### src/rtl/io_pkg.sv
// Shared address map for the CPU memory-mapped I/O ports.
// The output-port decoder uses the same base so the two maps stay consistent.
package io_pkg;

  localparam logic [31:0] IO_BASE_ADDR = 32'h0000_0080;

  localparam logic [31:0] IO_OFS_SW  = 32'h0;
  localparam logic [31:0] IO_OFS_KEY = 32'h4;
  localparam logic [31:0] IO_OFS_EVT = 32'h8;

  localparam logic [31:0] IO_WINDOW_BYTES = 32'd12;

  typedef enum logic [1:0] {
    REG_SW  = 2'd0,
    REG_KEY = 2'd1,
    REG_EVT = 2'd2,
    REG_NONE = 2'd3
  } io_reg_e;

  // Byte offset to register word; low two address bits are ignored.
  function automatic io_reg_e io_reg_of(input logic [31:0] ofs);
    return io_reg_e'(ofs[3:2]);
  endfunction

endpackage

### src/rtl/io_input_port_if.sv
// CPU data-memory side bus of the input port.
// The CPU drives address/store data; the port returns hit and read data.
interface io_input_port_if;

  logic [31:0] addr;
  logic [31:0] wdata;
  logic        wmem;
  logic        hit;
  logic [31:0] rdata;

  modport master (
    output addr,
    output wdata,
    output wmem,
    input  hit,
    input  rdata
  );

  modport slave (
    input  addr,
    input  wdata,
    input  wmem,
    output hit,
    output rdata
  );

endinterface

### src/rtl/io_debounce.sv
// Per-key two-flop synchroniser and counting debouncer.
// rise is high in the cycle whose edge takes lvl from 0 to 1.
module io_debounce #(
  parameter int unsigned DEBOUNCE_CYCLES = 20000
) (
  input  logic clock,
  input  logic reset,
  input  logic key_n,
  output logic lvl,
  output logic rise
);

  localparam logic [15:0] LAST = 16'(DEBOUNCE_CYCLES - 1);

  logic [1:0]  sync;
  logic [15:0] cnt;
  logic        pressed_s;
  logic        done;

  // Inverted before the flops so a reset synchroniser reads as released.
  always_ff @(posedge clock) begin
    if (reset) begin
      sync <= '0;
    end else begin
      sync <= {sync[0], ~key_n};
    end
  end

  assign pressed_s = sync[1];
  assign done      = (pressed_s != lvl) && (cnt == LAST);
  assign rise      = done && pressed_s;

  always_ff @(posedge clock) begin
    if (reset) begin
      cnt <= '0;
      lvl <= 1'b0;
    end else if (pressed_s == lvl) begin
      cnt <= '0;
    end else if (done) begin
      cnt <= '0;
      lvl <= pressed_s;
    end else begin
      cnt <= cnt + 16'd1;
    end
  end

endmodule

### src/rtl/io_input_port.sv
// Memory-mapped switch/key input port on the CPU data-memory read path.
// Switches are synchronised; keys are debounced and latched as W1C events.
module io_input_port
  import io_pkg::*;
#(
  parameter int unsigned SW_WIDTH        = 10,
  parameter int unsigned KEY_WIDTH       = 4,
  parameter int unsigned DEBOUNCE_CYCLES = 20000,
  parameter logic [31:0] BASE_ADDR       = IO_BASE_ADDR
) (
  input  logic                 clock,
  input  logic                 reset,
  input  logic [SW_WIDTH-1:0]  sw,
  input  logic [KEY_WIDTH-1:0] key_n,
  io_input_port_if.slave       bus,
  output logic [KEY_WIDTH-1:0] key_level,
  output logic [KEY_WIDTH-1:0] key_event
);

  logic [SW_WIDTH-1:0]  sw_s1;
  logic [SW_WIDTH-1:0]  sw_s2;
  logic [SW_WIDTH-1:0]  sw_reg;
  logic [KEY_WIDTH-1:0] rise;
  logic [KEY_WIDTH-1:0] clr_mask;
  logic [7:0]           press_cnt;
  logic [31:0]          ofs;
  logic [31:0]          rd;
  io_reg_e              reg_sel;
  logic                 hit;
  logic                 sel_sw;
  logic                 sel_key;
  logic                 sel_evt;
  logic                 unused;

  assign ofs     = bus.addr - BASE_ADDR;
  assign hit     = ofs < IO_WINDOW_BYTES;
  assign reg_sel = io_reg_of(ofs);

  assign sel_sw  = hit && (reg_sel == io_reg_of(IO_OFS_SW));
  assign sel_key = hit && (reg_sel == io_reg_of(IO_OFS_KEY));
  assign sel_evt = hit && (reg_sel == io_reg_of(IO_OFS_EVT));

  assign clr_mask = (bus.wmem && sel_evt)
                  ? bus.wdata[KEY_WIDTH-1:0] : '0;

  always_ff @(posedge clock) begin
    if (reset) begin
      sw_s1  <= '0;
      sw_s2  <= '0;
      sw_reg <= '0;
    end else begin
      sw_s1  <= sw;
      sw_s2  <= sw_s1;
      sw_reg <= sw_s2;
    end
  end

  for (genvar i = 0; i < KEY_WIDTH; i++) begin : g_key
    io_debounce #(
      .DEBOUNCE_CYCLES(DEBOUNCE_CYCLES)
    ) u_db (
      .clock(clock),
      .reset(reset),
      .key_n(key_n[i]),
      .lvl  (key_level[i]),
      .rise (rise[i])
    );
  end

  // A new press in the same cycle as its clear leaves the flag set.
  always_ff @(posedge clock) begin
    if (reset) begin
      key_event <= '0;
      press_cnt <= '0;
    end else begin
      key_event <= (key_event & ~clr_mask) | rise;
      if (|rise) begin
        press_cnt <= press_cnt + 8'd1;
      end
    end
  end

  always_comb begin
    rd = '0;
    unique case (1'b1)
      sel_sw: rd[SW_WIDTH-1:0] = sw_reg;
      sel_key: rd[KEY_WIDTH-1:0] = key_level;
      sel_evt: begin
        rd[15:8]          = press_cnt;
        rd[KEY_WIDTH-1:0] = key_event;
      end
      default: rd = '0;
    endcase
  end

  assign bus.hit   = hit;
  assign bus.rdata = rd;

  assign unused = ^{bus.wdata[31:KEY_WIDTH], ofs[1:0]};

endmodule

### src/flat_wrapper.sv
// flat-port wrapper written by rule: the top's interface ports become plain ports
module io_input_port_flat import io_pkg::*;
#(
  parameter int unsigned SW_WIDTH        = 10,
  parameter int unsigned KEY_WIDTH       = 4,
  parameter int unsigned DEBOUNCE_CYCLES = 20000,
  parameter logic [31:0] BASE_ADDR       = IO_BASE_ADDR
)
  (clock, reset, sw, key_n, key_level, key_event, bus_addr, bus_wdata, bus_wmem, bus_hit, bus_rdata);
  io_input_port_if bus_i ();
  input  logic clock;
  input  logic reset;
  input  logic [SW_WIDTH-1:0] sw;
  input  logic [KEY_WIDTH-1:0] key_n;
  output logic [KEY_WIDTH-1:0] key_level;
  output logic [KEY_WIDTH-1:0] key_event;
  input wire logic [$bits(bus_i.addr)-1:0] bus_addr;
  input wire logic [$bits(bus_i.wdata)-1:0] bus_wdata;
  input wire logic [$bits(bus_i.wmem)-1:0] bus_wmem;
  output wire logic [$bits(bus_i.hit)-1:0] bus_hit;
  output wire logic [$bits(bus_i.rdata)-1:0] bus_rdata;
  assign bus_i.addr = bus_addr;
  assign bus_i.wdata = bus_wdata;
  assign bus_i.wmem = bus_wmem;
  assign bus_hit = bus_i.hit;
  assign bus_rdata = bus_i.rdata;
  io_input_port #(.SW_WIDTH(SW_WIDTH), .KEY_WIDTH(KEY_WIDTH), .DEBOUNCE_CYCLES(DEBOUNCE_CYCLES), .BASE_ADDR(BASE_ADDR)) u_core (.clock(clock), .reset(reset), .sw(sw), .key_n(key_n), .bus(bus_i), .key_level(key_level), .key_event(key_event));
endmodule
### config.mk
export PLATFORM = sky130hd
export DESIGN_NAME = io_input_port_flat
export DESIGN_NICKNAME = d
export VERILOG_FILES = /design/src/rtl/io_pkg.sv /design/src/rtl/io_input_port_if.sv /design/src/rtl/io_debounce.sv /design/src/rtl/io_input_port.sv /design/src/flat_wrapper.sv
export SDC_FILE = /design/constraint.sdc
export NUM_CORES = 1
export LEC_CHECK = 0
export ABC_AREA = 1
export CAP_MARGIN = 0
export CORE_UTILIZATION = 52
export DETAILED_ROUTE_END_ITERATION = 10
export GPL_TIMING_DRIVEN = 0
export PLACE_DENSITY = 0.86
export SETUP_SLACK_MARGIN = 0.5
export SLEW_MARGIN = 10
export SYNTH_ARGS = -nofsm -noshare
export SYNTH_HDL_FRONTEND = slang
export SYNTH_HIERARCHICAL = 1
export SYNTH_SLANG_ARGS = --single-unit
### constraint.sdc
create_clock -name clock -period 2.75 [get_ports clock]
set_input_delay 0.55 -clock clock [delete_from_list [all_inputs] [get_ports clock]]
set_output_delay 0.55 -clock clock [all_outputs]
set_load 0.005 [all_outputs]
Yosys cells after proc, flatten, opt, wreduce, memory -nomap -nowiden --
Cells that the tools add are included. Widths: inputs -> output; s select.
Cells by class: mux-type cells 5, bitwise logic cells 11, magnitude comparators 1, equality and inequality tests 14, reduce and logical (&&, ||, !) cells 22, add/subtract/negate cells 6
Operators by type and width (count):
- $add 16x1->16 const B | 4
- $eq 16x15->1 const B | 4
- $lt 32x4->1 const B | 1
- $sub 32x8->32 const B | 1
- $logic_and 1x1->1 | 12
- $pmux 4 s3 | 1
- $reduce_or 3->1 | 4
- $add 8x1->8 const B | 1
- $mux 4 | 2
- $not 1->1 | 8
- $reduce_and 2->1 | 4
- $mux 6 | 1
- $and 4x4->4 | 1
- $eq 1x1->1 | 4
- $ne 1x1->1 | 4
- $not 4->4 | 1
- $or 4x4->4 | 1
- $pmux 2 s2 | 1
- $reduce_or 4->1 | 1
- $eq 2x1->1 const B | 1
- $eq 2x2->1 const B | 1
- $logic_not 2->1 | 1
Word-level totals: word-level logic and storage cells 76, output and inout port bits 41, register bits 118, input port bits 81

Logic depth before layout (Yosys ltp) --
Gate-level depths: netlist of run 1.
word-level depth 8, gate-level depth with buffers 16, depth with buffers taken out 15

Cells and area by module --
Netlist of run 1, hierarchy kept.
Modules (own cells, without submodules):
- io_debounce | sequential area each 380.4 sq um, times used 4, area each 908.4 sq um, cells an instance 117
- io_input_port | sequential area each 840.8 sq um, times used 1, area each 2426.1 sq um, cells an instance 393

Worst setup path before layout of run 1 --
Ideal clock, no wire load.
kind input-to-output, from input bus_addr[7], to output bus_rdata[1], path buffers 1, arrival 1.963 ns, stages on the path 15, path slack 0.237 ns, cell sequence inv_1 ha_1 inv_1 nor2_1 nand2_1 nor2_1 nand2_1 a21oi_1 nand2_1 nor2_1 nand3_1 nor2_4 buf_4 nand3_1 nand3_1
Between the ends: longest elaborated chain between the ends 4, elaborated cells on any way between the ends 6
RTL lines:
- start, declared | RTL line flat_wrapper.sv:17 | input wire logic [$bits(bus_i.addr)-1:0] bus_addr;
- $sub 32x8->32 (*) | RTL line io_input_port.sv:35 | assign ofs = bus.addr - BASE_ADDR;
- $lt 32x4->1 (*) | RTL line io_input_port.sv:36 | assign hit = ofs < IO_WINDOW_BYTES;
- net bus_hit | RTL line flat_wrapper.sv:20 | output wire logic [$bits(bus_i.hit)-1:0] bus_hit;
- $logic_and 1x1->1 (on tied branches) | RTL line io_input_port.sv:41, io_input_port.sv:39, io_input_port.sv:40
- $pmux 4 s3 (*) | RTL line io_input_port.sv:85 | unique case (1'b1)
- end, declared | RTL line flat_wrapper.sv:21 | output wire logic [$bits(bus_i.rdata)-1:0] bus_rdata;
The timed path passes the listed nets; every way through them passes the cells marked *.

Worst setup path after layout of run 1 --
from input bus_addr[13], to output bus_rdata[1]
Between the ends: longest elaborated chain between the ends 4, elaborated cells on any way between the ends 6
RTL lines (RTL line):
- $sub 32x8->32 (*) | io_input_port.sv:35
- $lt 32x4->1 (*) | io_input_port.sv:36
- $logic_and 1x1->1 (on tied branches) | io_input_port.sv:41, io_input_port.sv:39, io_input_port.sv:40
- $pmux 4 s3 (*) | io_input_port.sv:85
Every way passes the cells marked *; elsewhere a longest branch is shown, timed or not.

==> impl_metrics.yaml, run 1 <==
status:
  outcome: "finished with violations"
  violations: "setup timing"
clock_network:
  cts_root_buffer: "clkbuf_16"
  numCtsBuffers: 17
  clk_latency_ps: 420
  max-clock-path-buffers: 2
  cts.clk_slew.worst_paths_ps: 60
  cts_tree: "built"
  cts_max_level: 4
  cts.sinks: 118
pwr:
  switching_share: 0.245
  p_leak_nw: 3.23
  seq_power_share: 0.425
  intPower_mw: 3.10
  ir_drop_mv: 0.510
  power_density_nw_per_um2: 491
  p_switching_mw: 1.01
  comb_power_share: 0.067
  finalPower_mw: 4.11
  clockPowerShare: 0.509
global_routing:
  grt_start_max_net_pins: 19
  grt_pass1_wl_mm: 25.5
  grt_pass1_vias: 5744
  grt.overflow.total: 0
  grtUsageTotal: 0.275
  antenna_found_initial: 0
yosys:
  syn_avg_cell_area_um2: 7.04
  synth_fa_ha_area_frac: 0.0124
  ys_warn_count: 6
  synth_mux_area_frac: 0
  synth_area_leaders: "dfxtp_1, nor2_1, nand2_1"
  synth_cell_types: 30
  yosysMostFrequentCell: "nor2_1"
  synth_common_cells: "nor2_1, nand2_1, dfxtp_1"
  synth_flop_cell: "dfxtp_1"
  synthXorXnorAreaFrac: 0.0650
  async_flop_share: 0
  syn_area_um2: 6060
  synth_seq_cells: 118
  synth-edff-count: 0
  synthSimpleGateAreaFrac: 0.392
  yosysTopAreaCell: "dfxtp_1"
  yosys.area.top_type_share: 0.390
  synth_top_family_by_area: "simple AND/OR/NAND/NOR gates"
  synth_cells: 861
  synth_compound_area_frac: 0.0310
  ys_seq_area_frac: 0.390
final_layout:
  regMostFlops: "u_core/g_key.u_db/cnt"
  final_nets: 1100
  largest_register_ffs: 64
  drive_gt1_frac: 0.276
  fillers: 783
  multi_input_area_um2: 3550
  stdcell_count: 1170
  final-seq-area_um2: 2370
  syn2layout_area_growth_pct: 38.2
timing:
  min_period_ps: 3220
  finalClockSkew_ps: 7.07
  timing_worst_slew_pin_value_ps: 1280
  finalCritPeriodShare: 1.17
  fmax_mhz: 311
  hold_violations: 0
  slew_violations: 0
  rsz0062_at_grt: "true"
  finalSetupViolations: 20
  worst_slack_ps: -467
  relSlewSlack: 0.147
floorplanning:
  placeableCoreArea_um2: 11400
  die_height_um: 110
  die_w_um: 110
  rows: 39
  start_util: 0.533
  io_pins: 122
  die-area_um2: 12100
worst_hold_path:
  min_from: "u_core/g_key[3].u_db/sync[0]$_SDFF_PP0_"
  hp-class: "register to register"
placed_design:
  gp_congestion: 0.880
  port_buffers: 75
  hpwl_mm: 9.54
  dp_cells: 1094
  place_ws_ps: -1220
routing:
  wire_per_inst_um: 15.6
  initialDrtViolationCount: 560
  routed_wirelength_mm: 18.3
  via_per_inst: 5.32
  post-route-drc-count: 0
  ant_nets: 0
  drtPass1Iterations: 6
  via_count: 6228
run:
  max-cap-violations: 0
critical_path:
  critPathKind: "primary input to output pin"
  cp_common_cell: "nand2_1"
  critPathSlowestCell: "nor2_4"
  crit_path_start: "bus_addr[13]"
  required_ps: 2200
  critPathMaxStageDelay_ps: 320
  cp_cell_sequence: "buf_4, nor2_4, nand2_2, nor2_4, nand2_2, nor2_1, nand2_1, nand2_1, nand2_1, nor2_1, nand2_1, nor2_4, buf_6, buf_6, buf_4, nand3_1, nand3_2, buf_2"
  crit_arrival_ps: 2670
  startpoint_type: "primary input"
  timing.rr.start: "u_core/g_key[0].u_db/cnt[0]$_SDFF_PP0_"
  crit_fanout: 7
  end_kind: "output pin"
[critical path, delay by kind of cell]
kind / cells / cell delay, ps
AND/OR/NAND/NOR: 13 / 1500
buffers and inverters: 5 / 620
[power groups by stage]
stage | clock network [mW] | logic, mW | registers (mW)
6_report | 2.09 | 0.274 | 1.75
5_1_grt | 2.19 | 0.297 | 1.75
4_1_cts | 2.08 | 0.249 | 1.74
3_5_place_dp | 0 | 0.238 | 1.78
3_3_place_gp | 0 | 0.235 | 1.78
2_1_floorplan | 0 | 0.123 | 1.78
[worst paths after layout]
path | endpoint | cells after the start | slack (ps)
setup / recovery | bus_rdata[1] | 18 | -470
hold / removal | u_core/g_key[3].u_db/sync[1]$_SDFF_PP0_ | 2 | 400
setup reg to reg | u_core/press_cnt[7]$_SDFFE_PP0P_ | 14 | 310
hold reg to reg | u_core/g_key[3].u_db/sync[1]$_SDFF_PP0_ | 2 | 400
[placed cells by master (no fill, tap or decap), drive strengths merged]
cell type | synthesis | layout
nor2 | 231 | 231
nand2 | 178 | 178
dfxtp | 118 | 118
inv | 114 | 117
buf | 23 | 97
nand3 | 71 | 71
xor2 | 33 | 33
clkdlybuf4s50 | 0 | 29
clkbuf | 3 | 23
a21oi | 21 | 21
nand4 | 20 | 20
conb | 1 | 16
xnor2 | 12 | 12
dlygate4sd2 | 0 | 10
or2 | 8 | 8
o21ai | 8 | 8
clkinv | 0 | 7
ha | 6 | 6
o21bai | 4 | 4
nor3 | 4 | 4
clkinvlp | 0 | 3
clkdlybuf4s15 | 0 | 2
a31oi | 2 | 2
nor4 | 2 | 2
diode | 0 | 1
bufinv | 0 | 1
dlymetal6s2s | 0 | 1
and2 | 1 | 1
nand3b | 1 | 1
[layer usage]
layer	vias up	wire length (µm)	GRT usage
met4	0	829	0.150
met1	2867	6750	0.291
met5	-	0	0
li1	2939	-	-
met2	331	9220	0.496
met3	91	1490	0.0717
[kinds of logic after synthesis]
| family | count (synthesis) |
|---|---|
| simple gates | 516 |
| compound gates | 35 |
| buf+inv | 140 |
| fa+ha+maj | 6 |
| other cells | 1 |
| flops | 118 |
| xor+xnor | 45 |
[stage by stage]
| step | hold WS [ps] | utilization | setup TNS (ps) | cell area, µm² |
|---|---|---|---|---|
| 2_1_floorplan | 388 | - | 0 | 6180 |
| 5_1_grt | 409 | 0.736 | -9340 | 8370 |
| 4_1_cts | 403 | 0.712 | -5720 | 8100 |
| 3_3_place_gp | 389 | 0.626 | -19480 | 7110 |
| 3_5_place_dp | 393 | 0.626 | -19650 | 7110 |
| 6_report | 401 | 0.737 | -7000 | 8380 |
[repair_timing]
item                       in CTS  in global routing
buffers inserted               37                  5
pin swaps                      56                 44
gates resized for setup       212                 85
hold buffers                    0                  0
cloned                          1                  0
setup endpoints to repair      22                 56
[cell type report]
| class | count | area share |
|---|---|---|
| clock inverter | 14 | 0.0154 |
| multi-input combinational | 618 | 0.423 |
| clock buffer | 18 | 0.0512 |
| timing repair buffer | 118 | 0.124 |
| sequential | 118 | 0.283 |
| antenna | 1 | 0.000299 |
| buffer | 26 | 0.0284 |
| tap | 143 | 0.0214 |
| inverter | 114 | 0.0535 |
(Power assumes the default switching activity.)
==> run 2, diff against run 1 <==
--- a/config.mk
+++ b/config.mk
@@ -9,8 +9,9 @@
 export CAP_MARGIN = 0
 export CORE_UTILIZATION = 52
 export DETAILED_ROUTE_END_ITERATION = 10
+export GPL_ROUTABILITY_DRIVEN = 0
 export GPL_TIMING_DRIVEN = 0
-export PLACE_DENSITY = 0.86
+export PLACE_DENSITY = 0.81
 export SETUP_SLACK_MARGIN = 0.5
 export SLEW_MARGIN = 10
 export SYNTH_ARGS = -nofsm -noshare
==> impl_metrics.yaml, run 2 (synthesized netlist as in run 1, its figures left out) <==
critical_path:
  end_kind: "output pin"
  critPathKind: "primary input to output pin"
  startpoint_type: "primary input"
  crit_arrival_ps: 2610
  required_ps: 2200
  crit_fanout: 7
pwr:
  p_leak_nw: 3.24
  power_density_nw_per_um2: 536
  ir_drop_mv: 0.480
status:
  outcome: "finished with violations"
  violations: "setup timing"
placed_design:
  port_buffers: 75
  dp_cells: 1094
  hpwl_mm: 9.37
  place_ws_ps: -1200
clock_network:
  cts.clk_slew.worst_paths_ps: 50
  cts_max_level: 4
  cts_root_buffer: "clkbuf_16"
  numCtsBuffers: 17
  cts_tree: "built"
  clk_latency_ps: 410
  postCtsHoldBufs: 0
  max-clock-path-buffers: 2
  cts.sinks: 118
floorplanning:
  rows: 39
  start_util: 0.533
  die-area_um2: 12100
  io_pins: 122
  placeableCoreArea_um2: 11400
  die_height_um: 110
  die_w_um: 110
worst_hold_path:
  hp-class: "register to register"
final_layout:
  largest_register_ffs: 64
  final_cell_mix: "nand2_1, nor2_1, dfxtp_1"
  drive_gt1_frac: 0.285
  regMostFlops: "u_core/g_key.u_db/cnt"
  antennaDiodeCount: 0
  final_common_cell: "nand2_1"
  syn2layout_area_growth_pct: 40.4
  fin_util: 0.748
  stdcell_count: 1162
  final_nets: 1093
timing:
  holdWs_ps: 398
  rsz0062_at_grt: "true"
  finalSetupViolations: 17
  fmax_mhz: 317
  timing_worst_slew_pin_value_ps: 1410
  finalClockSkew_ps: 8.66
  worst_slack_ps: -407
  min_period_ps: 3160
  slew_violations: 0
  finalCritPeriodShare: 1.15
  relSlewSlack: 0.0579
  hold_violations: 0
  setup_tns_ps: -5370
routing:
  via_per_inst: 5.27
  routed_wirelength_mm: 17.9
  post-route-drc-count: 0
  initialDrtViolationCount: 569
  ant_nets: 0
  via_count: 6128
  drtPass1Iterations: 7
  wire_per_inst_um: 15.4
global_routing:
  grt_pass1_vias: 5533
  grt_start_max_net_pins: 19
  grt.overflow.total: 0
  grtUsageTotal: 0.266
  grt_pass1_wl_mm: 24.8
  antenna_found_initial: 0
run:
  max-cap-violations: 0
[run 2: changes by cell type in the layout (fill, tap and decap cells not counted), moves of 4 or more]
cell and change:
nor2_1 -5, a21oi_2 -4, clkbuf_2 +4, nand3_4 +4, buf_2 -4, a21oi_1 +4, buf_6 -14, bufinv_16 +5
[run 2: worst paths after layout]
| kind | start | endpoint | slack (ps) | cells past startpoint |
|---|---|---|---|---|
| worst max-delay path | bus_addr[8] | bus_rdata[2] | -410 | 17 |
| worst min-delay path | u_core/sw_s1[4]$_SDFF_PP0_ | u_core/sw_s2[4]$_SDFF_PP0_ | 400 | 2 |
| worst max register to register | u_core/g_key[1].u_db/lvl$_SDFFE_PP0P_ | u_core/press_cnt[7]$_SDFFE_PP0P_ | 410 | 15 |
| worst min register to register | u_core/sw_s1[4]$_SDFF_PP0_ | u_core/sw_s2[4]$_SDFF_PP0_ | 400 | 2 |
[run 2: cell type report]
class                      instances  area [µm²]
sequential                       118        2370
clock buffer                      17         425
tap                              143         179
inverter                         114         448
buffer                            26         246
clock inverter                    15         250
fill                             741        2860
multi-input combinational        618        3630
timing repair buffer             111         963
[run 2: critical path, stage by stage]
cell	delay [ps]
buf_8	110
buf_6	110
nor2_4	110
nand2_2	90
nor2_4	210
nand2_2	120
o21ai_2	120
nand2_1	70
nor2_2	140
nand2_2	90
nor2_4	170
buf_6	130
buf_6	100
buf_12	140
nand3_4	80
nand3_2	140
buf_6	110
[run 2: metal layers]
metal,wire (µm),global-route usage
met3,1360,0.0812
met1,6880,0.296
met5,0,0
met2,8960,0.469
met4,675,0.106
[run 2: where the power goes]
part           switching [mW]  internal (mW)
Clock                   0.823           1.71
Sequential             0.0113           1.74
Combinational           0.157          0.123
Total                   0.992           3.57
[run 2: metrics by stage]
stage / area (µm²) / power (mW)
6_report: 8510 / 4.56
3_3_place_gp: 7110 / 2.02
2_1_floorplan: 6180 / 1.90
3_5_place_dp: 7110 / 2.02
4_1_cts: 8210 / 4.53
5_1_grt: 8510 / 4.68
[run 2: repair_timing]
| item | 4_1_cts | 5_1_grt |
|---|---|---|
| pin swaps | 52 | 54 |
| resized for setup | 206 | 96 |
| gates cloned | 1 | 0 |
| endpoints found under the setup margin | 32 | 25 |
| setup buffers | 26 | 9 |
==> run 3, diff against run 2 <==
--- a/config.mk
+++ b/config.mk
@@ -13,6 +13,7 @@
 export GPL_TIMING_DRIVEN = 0
 export PLACE_DENSITY = 0.81
 export SETUP_SLACK_MARGIN = 0.5
+export SKIP_LAST_GASP = 1
 export SLEW_MARGIN = 10
 export SYNTH_ARGS = -nofsm -noshare
 export SYNTH_HDL_FRONTEND = slang
==> impl_metrics.yaml, run 3 (synthesized netlist as in run 1, its figures left out) <==
routing:
  initialDrtViolationCount: 409
  post-route-drc-count: 0
  drtPass1Iterations: 5
  ant_nets: 0
  wire_per_inst_um: 14.3
  via_count: 5982
  via_per_inst: 5.15
  routed_wirelength_mm: 16.6
critical_path:
  cp_common_cell: "nand2_1"
  critPathMaxStageDelay_ps: 290
  reg2reg_slack_ps: 480
  required_ps: 2200
  cp_num_cells: 18
  critPathSlowestCell: "dlygate4sd2_1"
  critPathTopFamily: "simple AND/OR/NAND/NOR gates"
  end_kind: "output pin"
  crit_arrival_ps: 2570
  crit_fanout: 5
  timing.rr.start: "u_core/g_key[1].u_db/cnt[1]$_SDFF_PP0_"
  cp_cell_sequence: "dlygate4sd2_1, nor2_2, nand2_1, inv_1, nand3_2, nand2_1, nand2_1, inv_1, nand2_1, nor2_2, nand2_2, nor2_4, buf_6, buf_4, buf_8, nand3_1, nand3_2, buf_6"
  startpoint_type: "primary input"
  critPathKind: "primary input to output pin"
  rr_worst_depth: 14
  r2r_end: "u_core/press_cnt[7]$_SDFFE_PP0P_"
  timing.critical_path.buf_inv: 7
clock_network:
  postCtsHoldBufs: 0
  cts.sinks: 118
  cts_max_level: 4
  cts_tree: "built"
  cts.clk_slew.worst_paths_ps: 50
  numCtsBuffers: 17
  cts_root_buffer: "clkbuf_16"
  clk_latency_ps: 410
  max-clock-path-buffers: 2
global_routing:
  grt_pass1_vias: 5579
  grt_start_max_net_pins: 19
  grt_pass1_wl_mm: 24.7
  grtUsageTotal: 0.265
  grt.overflow.total: 0
  antenna_found_initial: 0
placed_design:
  hpwl_mm: 9.37
  place_ws_ps: -1200
  port_buffers: 75
  dp_cells: 1094
final_layout:
  final_nets: 1092
  largest_register_ffs: 64
  final_common_cell: "nand2_1"
  fillers: 761
  final_cell_mix: "nand2_1, nor2_1, dfxtp_1"
  drive_gt1_frac: 0.277
  stdcell_count: 1162
  regMostFlops: "u_core/g_key.u_db/cnt"
  syn2layout_area_growth_pct: 38.8
timing:
  min_period_ps: 3120
  rsz0062_at_grt: "true"
  finalSetupViolations: 17
  fmax_mhz: 321
  slew_violations: 0
  finalClockSkew_ps: 14.2
  finalCritPeriodShare: 1.13
  timing_worst_slew_pin_value_ps: 1210
  worst_slack_ps: -367
  hold_violations: 0
  relSlewSlack: 0.192
status:
  outcome: "finished with violations"
  violations: "setup timing"
floorplanning:
  die_height_um: 110
  placeableCoreArea_um2: 11400
  start_util: 0.533
  rows: 39
  die-area_um2: 12100
  io_pins: 122
  die_w_um: 110
pwr:
  power_density_nw_per_um2: 540
  clockPowerShare: 0.555
  comb_power_share: 0.060
  p_leak_nw: 3.21
  switching_share: 0.215
  ir_drop_mv: 0.479
  seq_power_share: 0.385
  intPower_mw: 3.56
  p_switching_mw: 0.976
worst_hold_path:
  hp-class: "register to register"
  min_to: "u_core/sw_s2[4]$_SDFF_PP0_"
  holdPathStages: 2
  min_from: "u_core/sw_s1[4]$_SDFF_PP0_"
run:
  max-cap-violations: 0
[run 3: layout make-up]
cell class	instances	area [µm²]	share of cell area
repair buffers	110	951	0.113
clock inverters	15	250	0.0297
well taps	143	179	0.0213
flip-flops and latches	118	2370	0.282
inverters	114	448	0.0532
clock buffers	17	425	0.0506
plain buffers	26	241	0.0287
diodes	1	2.50	0.000297
multi-input cells	618	3540	0.421
[run 3: tightest hold or removal path, delay by kind of cell, from the launching register on]
| family | cells | cell delay (ps) |
|---|---|---|
| buffers and inverters | 1 | 40 |
| DFF | 1 | 290 |
| and+or+nand+nor | 1 | 30 |
[run 3: worst max-delay path by stage]
stage	start	endpoint	slack, ps
final	bus_addr[24]	bus_rdata[3]	-370
after global routing	bus_addr[24]	bus_rdata[0]	-460
after CTS	bus_addr[7]	bus_rdata[8]	-310
after detailed placement	bus_addr[7]	bus_rdata[8]	-1200
after global placement	bus_addr[7]	bus_rdata[8]	-1180
after floorplan	bus_addr[8]	bus_rdata[8]	330
[run 3: per-stage QoR]
step | instance area [µm²] | utilization | setup TNS, ps | power (mW) | hold WS (ps)
2_1_floorplan | 6180 | - | 0 | 1.90 | 388
3_3_place_gp | 7110 | 0.626 | -18880 | 2.02 | 389
3_5_place_dp | 7110 | 0.626 | -19230 | 2.02 | 392
4_1_cts | 8200 | 0.721 | -4190 | 4.53 | 399
5_1_grt | 8410 | 0.740 | -6320 | 4.67 | 417
6_report | 8410 | 0.740 | -4910 | 4.54 | 397
[run 3: what timing repair did]
item | CTS | global route
endpoints found under the setup margin | 32 | 25
resized for setup | 201 | 75
hold endpoints to repair | 0 | 0
cloned | 1 | 0
buffers inserted | 26 | 8
pin swaps | 52 | 47
[run 3: power by group through the flow]
stage,Sequential [mW],Combinational [mW],Clock (mW)
floorplan,1.78,0.123,0
global placement,1.78,0.237,0
detailed placement,1.78,0.238,0
CTS,1.74,0.254,2.54
global route,1.75,0.297,2.62
finish,1.75,0.273,2.52
[run 3: metal layers]
layer  routed length (µm)  global-route usage  up-vias
li1                     -                   -     2924
met1                 6660               0.293     2776
met2                 8320               0.469      233
met3                 1160              0.0842       49
met4                  480               0.107        0
met5                    0                   0        -
